--- src/rtl/mc_controller.sv ---
// Multi-cycle control FSM: fetch/decode/execute/memory/write-back sequencing for the CPU.
// Optional MC_MEM_TIMEOUT_EN adds a memory wait watchdog that traps into ERROR.
module mc_controller #(
  parameter int unsigned STATE_W = 4
`ifdef MC_MEM_TIMEOUT_EN
  , parameter int unsigned TIMEOUT = 16
`endif
) (
  input  logic               clk,
  input  logic               reset,
  input  logic [5:0]         opcode,
  input  logic               zero,
  input  logic               mem_ready,
  output logic               pc_en,
  output logic               pc_sel,
  output logic               ir_load,
  output logic               mem_rd,
  output logic               mem_wr,
  output logic               rf_we,
  output logic               alu_src,
  output logic [1:0]         alu_op,
  output logic               reg_dst,
  output logic               mem_to_reg,
  output logic               halted,
  output logic               illegal,
`ifdef MC_MEM_TIMEOUT_EN
  output logic               timeout,
`endif
  output logic [STATE_W-1:0] state
);

  localparam logic [3:0] StFetch   = 4'd0;
  localparam logic [3:0] StDecode  = 4'd1;
  localparam logic [3:0] StExecR   = 4'd2;
  localparam logic [3:0] StExecI   = 4'd3;
  localparam logic [3:0] StMemAddr = 4'd4;
  localparam logic [3:0] StMemRd   = 4'd5;
  localparam logic [3:0] StMemWr   = 4'd6;
  localparam logic [3:0] StWbAlu   = 4'd7;
  localparam logic [3:0] StWbMem   = 4'd8;
  localparam logic [3:0] StBranch  = 4'd9;
  localparam logic [3:0] StIllegal = 4'd10;
  localparam logic [3:0] StHalt    = 4'd11;
  localparam logic [3:0] StError   = 4'd12;

  localparam logic [5:0] OpRtype = 6'b000000;
  localparam logic [5:0] OpAddi  = 6'b001000;
  localparam logic [5:0] OpLw    = 6'b100011;
  localparam logic [5:0] OpSw    = 6'b101011;
  localparam logic [5:0] OpBeq   = 6'b000100;
  localparam logic [5:0] OpHalt  = 6'b111111;

  localparam logic [1:0] AluAdd   = 2'b00;
  localparam logic [1:0] AluSub   = 2'b01;
  localparam logic [1:0] AluFunct = 2'b10;

  logic [3:0] state_q;
  logic [3:0] state_d;
  logic       wait_expired;
  logic       in_wait;

  assign in_wait = (state_q == StFetch) || (state_q == StMemRd) || (state_q == StMemWr);

`ifdef MC_MEM_TIMEOUT_EN
  localparam int unsigned CntW = $clog2(TIMEOUT + 1);

  logic [CntW-1:0] wait_cnt_q;
  logic [CntW-1:0] wait_cnt_d;

  // Counts consecutive stalled cycles within one visit to a wait state.
  always_comb begin
    wait_cnt_d = wait_cnt_q;
    if (state_d != state_q) begin
      wait_cnt_d = '0;
    end else if (in_wait && !mem_ready) begin
      wait_cnt_d = wait_cnt_q + 1'b1;
    end
  end

  always_ff @(posedge clk) begin
    if (reset) begin
      wait_cnt_q <= '0;
    end else begin
      wait_cnt_q <= wait_cnt_d;
    end
  end

  assign wait_expired = in_wait && !mem_ready && (wait_cnt_q == CntW'(TIMEOUT - 1));
  assign timeout      = !reset && (state_q == StError);
`else
  assign wait_expired = 1'b0;
`endif

  always_comb begin
    state_d = state_q;
    case (state_q)
      StFetch: begin
        if (mem_ready) begin
          state_d = StDecode;
        end else if (wait_expired) begin
          state_d = StError;
        end
      end
      StDecode: begin
        case (opcode)
          OpRtype:    state_d = StExecR;
          OpAddi:     state_d = StExecI;
          OpLw, OpSw: state_d = StMemAddr;
          OpBeq:      state_d = StBranch;
          OpHalt:     state_d = StHalt;
          default:    state_d = StIllegal;
        endcase
      end
      StExecR:   state_d = StWbAlu;
      StExecI:   state_d = StWbAlu;
      StMemAddr: state_d = (opcode == OpSw) ? StMemWr : StMemRd;
      StMemRd: begin
        if (mem_ready) begin
          state_d = StWbMem;
        end else if (wait_expired) begin
          state_d = StError;
        end
      end
      StMemWr: begin
        if (mem_ready) begin
          state_d = StFetch;
        end else if (wait_expired) begin
          state_d = StError;
        end
      end
      StWbAlu:   state_d = StFetch;
      StWbMem:   state_d = StFetch;
      StBranch:  state_d = StFetch;
      StIllegal: state_d = StFetch;
      StHalt:    state_d = StHalt;
      StError:   state_d = StError;
      // Unused encodings recover by refetching.
      default:   state_d = StFetch;
    endcase
  end

  always_ff @(posedge clk) begin
    if (reset) begin
      state_q <= StFetch;
    end else begin
      state_q <= state_d;
    end
  end

  // Outputs are forced low for the whole reset cycle, not just after the edge.
  always_comb begin
    pc_en      = 1'b0;
    pc_sel     = 1'b0;
    ir_load    = 1'b0;
    mem_rd     = 1'b0;
    mem_wr     = 1'b0;
    rf_we      = 1'b0;
    alu_src    = 1'b0;
    alu_op     = AluAdd;
    reg_dst    = 1'b0;
    mem_to_reg = 1'b0;
    halted     = 1'b0;
    illegal    = 1'b0;
    if (!reset) begin
      case (state_q)
        StFetch: begin
          mem_rd  = 1'b1;
          ir_load = mem_ready;
        end
        StExecR: begin
          alu_src = 1'b0;
          alu_op  = AluFunct;
        end
        StExecI: begin
          alu_src = 1'b1;
          alu_op  = AluAdd;
        end
        StMemAddr: begin
          alu_src = 1'b1;
          alu_op  = AluAdd;
        end
        StMemRd: begin
          mem_rd = 1'b1;
        end
        StMemWr: begin
          mem_wr = 1'b1;
          pc_en  = mem_ready;
        end
        StWbAlu: begin
          rf_we   = 1'b1;
          pc_en   = 1'b1;
          reg_dst = (opcode == OpRtype);
        end
        StWbMem: begin
          rf_we      = 1'b1;
          mem_to_reg = 1'b1;
          pc_en      = 1'b1;
        end
        StBranch: begin
          alu_src = 1'b0;
          alu_op  = AluSub;
          pc_en   = 1'b1;
          pc_sel  = zero;
        end
        StIllegal: begin
          illegal = 1'b1;
          pc_en   = 1'b1;
        end
        StHalt:  halted = 1'b1;
        StError: halted = 1'b1;
        default: ;
      endcase
    end
  end

  assign state = reset ? '0 : STATE_W'(state_q);

`ifndef SYNTHESIS
  a_no_wr_conflict: assert property (@(posedge clk) !(rf_we && mem_wr));
`endif

endmodule

--- config.mk ---
export PLATFORM = sky130hd
export DESIGN_NAME = mc_controller
export DESIGN_NICKNAME = d
export VERILOG_FILES = /design/src/rtl/mc_controller.sv
export SDC_FILE = /design/constraint.sdc
export NUM_CORES = 1
export LEC_CHECK = 0
export CORE_MARGIN = 2
export CORE_UTILIZATION = 38
export DETAILED_ROUTE_END_ITERATION = 7
export PLACE_DENSITY_LB_ADDON = 0.25
export SYNTH_ARGS = -nofsm -noshare
export SYNTH_HDL_FRONTEND = slang
export SYNTH_SLANG_ARGS = --single-unit
--- constraint.sdc ---
create_clock -name clk -period 3.99 [get_ports clk]
set_input_delay 0.798 -clock clk [delete_from_list [all_inputs] [get_ports clk]]
set_output_delay 0.798 -clock clk [all_outputs]
set_load 0.02 [all_outputs]
# Yosys cells after proc, flatten, opt, wreduce, memory -nomap -nowiden
# Index checks and enable logic that the tools add are counted.
op_classes:
  n_reduce_logical: 10
  bitwise_logic: 0
  n_lt_le_gt_ge: 0
  shift: 0
  multipliers: 0
  div_mod_pow: 0
  muxes: 31
  addsub: 0
  eq_ne: 20
ops:
  columns: ["op", "n"]
  rows:
  - ["case mux 4 bit (8 select lines)", 1]
  - ["two-way mux 1 bit", 21]
  - ["== test 4 bit (second input constant)", 5]
  - ["case mux 4 bit (5 select lines)", 1]
  - ["== test 6 bit (second input constant)", 3]
  - ["== test 4 x 3 -> 1 bit (second input constant)", 4]
  - ["two-way mux 4 bit", 4]
  - ["OR reduction 2 bit", 6]
  - ["== test 4 x 2 -> 1 bit (second input constant)", 2]
  - ["== test 6 x 3 -> 1 bit (second input constant)", 1]
  - ["== test 6 x 4 -> 1 bit (second input constant)", 1]
  - ["zero test 6 bit", 1]
  - ["inequality test 2 bit (second input constant)", 3]
  - ["== test 4 x 1 -> 1 bit (second input constant)", 1]
  - ["zero test 4 bit", 1]
  - ["two-way mux 2 bit", 2]
  - ["case mux 2 bit (2 select lines)", 1]
  - ["OR reduction 4 bit", 1]
  - ["AND reduction 3 bit", 1]
  - ["case mux 1 bit (2 select lines)", 1]
totals:
  register_bits: 4
  mem_bits_ro: 0
  ramBits: 0
  memories: 0
  out_inout_bits: 17
  wordCells: 62
  latchBits: 0

# Depth between registers and ports, before layout
logic_depth:
  ltp_word: 4
  mapped_depth: 6
  mapped_depth_nobuf: 4

# Worst setup path after synthesis
# Ideal clock, no wire load.
synth_path:
  path_kind: "input-to-output"
  from: "in opcode[1]"
  to: "out reg_dst"
  t_arrival_ns: 1.888
  stages: 3
  setup_slack_ns: 1.304
  cell_sequence: "or4_4 -> nor2_1 -> nor4b_2"
synth_between:
  elab_chain_len: 3
synth_lines:
  columns: ["element", "line", "text"]
  rows:
  - ["from (decl)", "11", "input logic [5:0] opcode,"]
  - ["zero test 6 bit", "192", "reg_dst = (opcode == OpRtype);"]
  - ["two-way mux 1 bit", "165", "case (state_q)"]
  - ["two-way mux 1 bit", "164", "if (!reset) begin"]
  - ["to (decl)", "22", "output logic reg_dst,"]
# No other way between the ends.

# Worst setup path in the final report
# Same ends and word-level chain as after synthesis.

==> summary.log <==
qor: timing.min_period 3.56 ns
qor: clock_tree.insertion_delay 0.22 ns
qor: yosys.synthesis.area 626 um^2
qor: drt.drt-vias-per-instance 5.60
qor: yosys.synth.top_cells.by_count nor2_1, nand2b_1, dfxtp_1, nand2_1, nor2b_1
qor: layout.reg.largest.list state_q (4)
qor: grt.grt_start_max_net_pins 21
qor: outcome.status finished clean
qor: grt.vias_in_the_first_global_route 586
qor: critical_path.cp_data_required_time 3.19 ns
qor: hold_path.hold_class register to register
qor: timing.fin_tns_setup 0 ns
qor: drt.via_count 706
qor: yosys.synth.distinct_cells 43
qor: yosys.synth_edf_count 0
qor: power_and_ir_drop.worst_vdd_ir 0.220 mV
qor: layout.area.growth.synth_to_final 39.6%
qor: placed_design.placed_cells 123
qor: grt.grt_pass1_wl 2640 um
qor: timing.hold_viol_final 0
qor: power_and_ir_drop.power.share.sequential 26.1%
qor: placed_design.gp_congestion 0.824
qor: floorplanning.total_die_area 0.00199 mm^2
qor: clock_tree.cts.repair_timing.setup_buffer_count 0
qor: yosys.syn-num-nets 98
qor: grt.grtUsageTotal 17.4%
qor: critical_path.crit_path_end_kind output port
qor: timing.max_freq 0.281 GHz
qor: placed_design.count_of_port_buffers_added_during_placement 26
qor: clock_tree.clock_tree.root_cell clkbuf_4
qor: critical_path.critPathMaxFanout 3
qor: power_and_ir_drop.power_density 568 mW/mm^2
qor: drt.wire_per_inst 13.4 um
qor: layout.max_flop_register state_q
qor: clock_tree.cts_sinks 4
qor: clock_tree.holdBufCountCts 0
qor: grt.grt-ovfl-total 0
qor: timing.rsz0062_at_grt false
qor: yosys.synth_cells 88
qor: clock_tree.cts.htree.levels 1
qor: power_and_ir_drop.clock_power_share 9.4%
qor: floorplanning.die_x 44.6 um
qor: timing.final_skew 0.00400 ns
qor: floorplanning.core_area 0.00152 mm^2
qor: timing.setup_viol_count_final 0
qor: run.drv_cap 0
qor: drt.antenna_violating_nets_post_route 0
qor: yosys.ys.warnings.count 0
qor: power_and_ir_drop.internal_power 0.246 mW
qor: yosys.most_numerous_cell_in_the_yosys_netlist nor2_1
qor: layout.post_route_cells_drive_above_1_share 11.8%
qor: timing.timing_worst_slew_pin_value 0.644 ns
qor: drt.firstDrtPassIters 6
qor: timing.setup_slack 0.433 ns
qor: clock_tree.clock_path_buffers 2
qor: drt.routed_wl 1690 um
qor: critical_path.worst_ep_arrival_time 2.76 ns
qor: drt.number_of_drc_violations_after_detailed_routing_iteration_0 18
qor: timing.layout_worst_path_cycle_share 89.1%
qor: yosys.synthTopCellsByArea dfxtp_1, nor2_1, buf_6
qor: layout.num_antenna_cells 0
qor: placed_design.dpl.hpwl 1270 um
qor: grt.initial_antenna_violation_count 0
qor: layout.design.final.nets 122
qor: yosys.synth_top_area_share 12.8%
qor: critical_path.startpoint_type primary input
qor: yosys.synthArstFlopShare 0%
qor: drt.post-route-drc-count 0
qor: floorplanning.floorplan.initialDensity 41.1%
qor: power_and_ir_drop.power.switching 0.250 mW
qor: placed_design.pre_cts_slack 0.443 ns
qor: timing.drv_slew 0
qor: power_and_ir_drop.power.switching_fraction 50.4%
qor: layout.final.fill_count 144
qor: clock_tree.cts_tree yes
qor: yosys.syn_avg_cell_area 7.11 um^2
qor: floorplanning.die-height 44.6 um
qor: clock_tree.cts_buffers 3
qor: power_and_ir_drop.power.leakage 0.310 nW
qor: floorplanning.placementRows 14
qor: timing.maxSlewHeadroom 57.0%
qor: power_and_ir_drop.power_frac_comb 64.6%
qor: clock_tree.cts.reportedPaths.clkPinSlew 0.04 ns
qor: layout.fin_cells 126
qor: critical_path.ff2ff_setup_slack 2.27 ns
qor: yosys.yosys.area.top_type dfxtp_1
qor: yosys.postSynthRegisterBits 4
qor: layout.largest_register_ffs 4
qor: floorplanning.design.portCount 27
qor: clock_tree.cts_resized 0
qor: layout.fin_util 57.3%
qor: critical_path.worstSetupPathType primary input to output port
qor: yosys.synth-seq-area-share 12.8%
qor: yosys.synth_flop_cell dfxtp_1
-- logic make-up after synthesis --
group                     synth area share [%]
DFF                                       12.8
AOI/OAI and AO/OA                         24.0
muxes                                     1.60
and+or+nand+nor                           47.6
buffers and inverters                     11.2
xor gates and xnor gates                  2.80
-- metal layers --
layer	part of all wire, %	wire (um)	GRT usage [%]
met5	0	0	0
met3	3.7	62	1.63
met4	0	0	4.85
met2	49	832	28.7
met1	47	794	23.9
-- stage by stage --
stage / hold WS [ns] / power (mW) / area, um^2
2_1_floorplan: 0.524 / 0.365 / 626
3_3_place_gp: 0.774 / 0.445 / 851
3_5_place_dp: 0.778 / 0.445 / 851
4_1_cts: 0.783 / 0.494 / 873
5_1_grt: 0.828 / 0.531 / 873
6_report: 0.792 / 0.496 / 873
-- layout by cell type, fill, tap and decap left out, types with 2 or more instances in the layout --
master / n
clkdlybuf4s50_1: 26
nand4_1: 2
nor2b_1: 4
clkbuf_4: 3
and2_1: 2
nor4_1: 3
dfxtp_1: 4
nand2_1: 4
nor3_1: 2
and4_1: 2
inv_2: 2
and3_1: 2
a31oi_1: 3
inv_1: 2
nand2b_1: 5
o32ai_1: 2
nor2_1: 15
nand3_1: 3
a21oi_1: 2
-- worst paths after layout --
path,startpoint,to,depth (start not counted)
hold reg to reg,state_q[3],state_q[3],2
setup reg to reg,state_q[3],state_q[2],4
setup / recovery,opcode[1],reg_dst,5
hold / removal,state_q[3],state_q[3],2
-- worst max-delay path, cell delays in order --
cell,delay (ns)
clkdlybuf4s50_1,0.43
or4_4,0.56
nor2_1,0.13
nor4b_2,0.20
clkdlybuf4s50_1,0.64
-- power by group through the flow --
| stage | clock [mW] | sequential [mW] | combinational [mW] |
|---|---|---|---|
| finish | 0.0465 | 0.129 | 0.321 |
| detailed placement | 0 | 0.128 | 0.317 |
| floorplan | 0 | 0.0686 | 0.296 |
| CTS | 0.0478 | 0.127 | 0.319 |
| global route | 0.0493 | 0.134 | 0.347 |
| global placement | 0 | 0.129 | 0.316 |
-- area by class of cell --
type                            count  area [um^2]  area share [%]
Clock buffer                        3         22.5            2.58
Inverter                            4         15.0            1.72
Multi-Input combinational cell     73          475            54.4
Sequential cell                     4         80.1            9.17
Tap cell                           16         20.0            2.29
Timing Repair Buffer               26          260            29.8
Power figures use the tool's default switching activity.
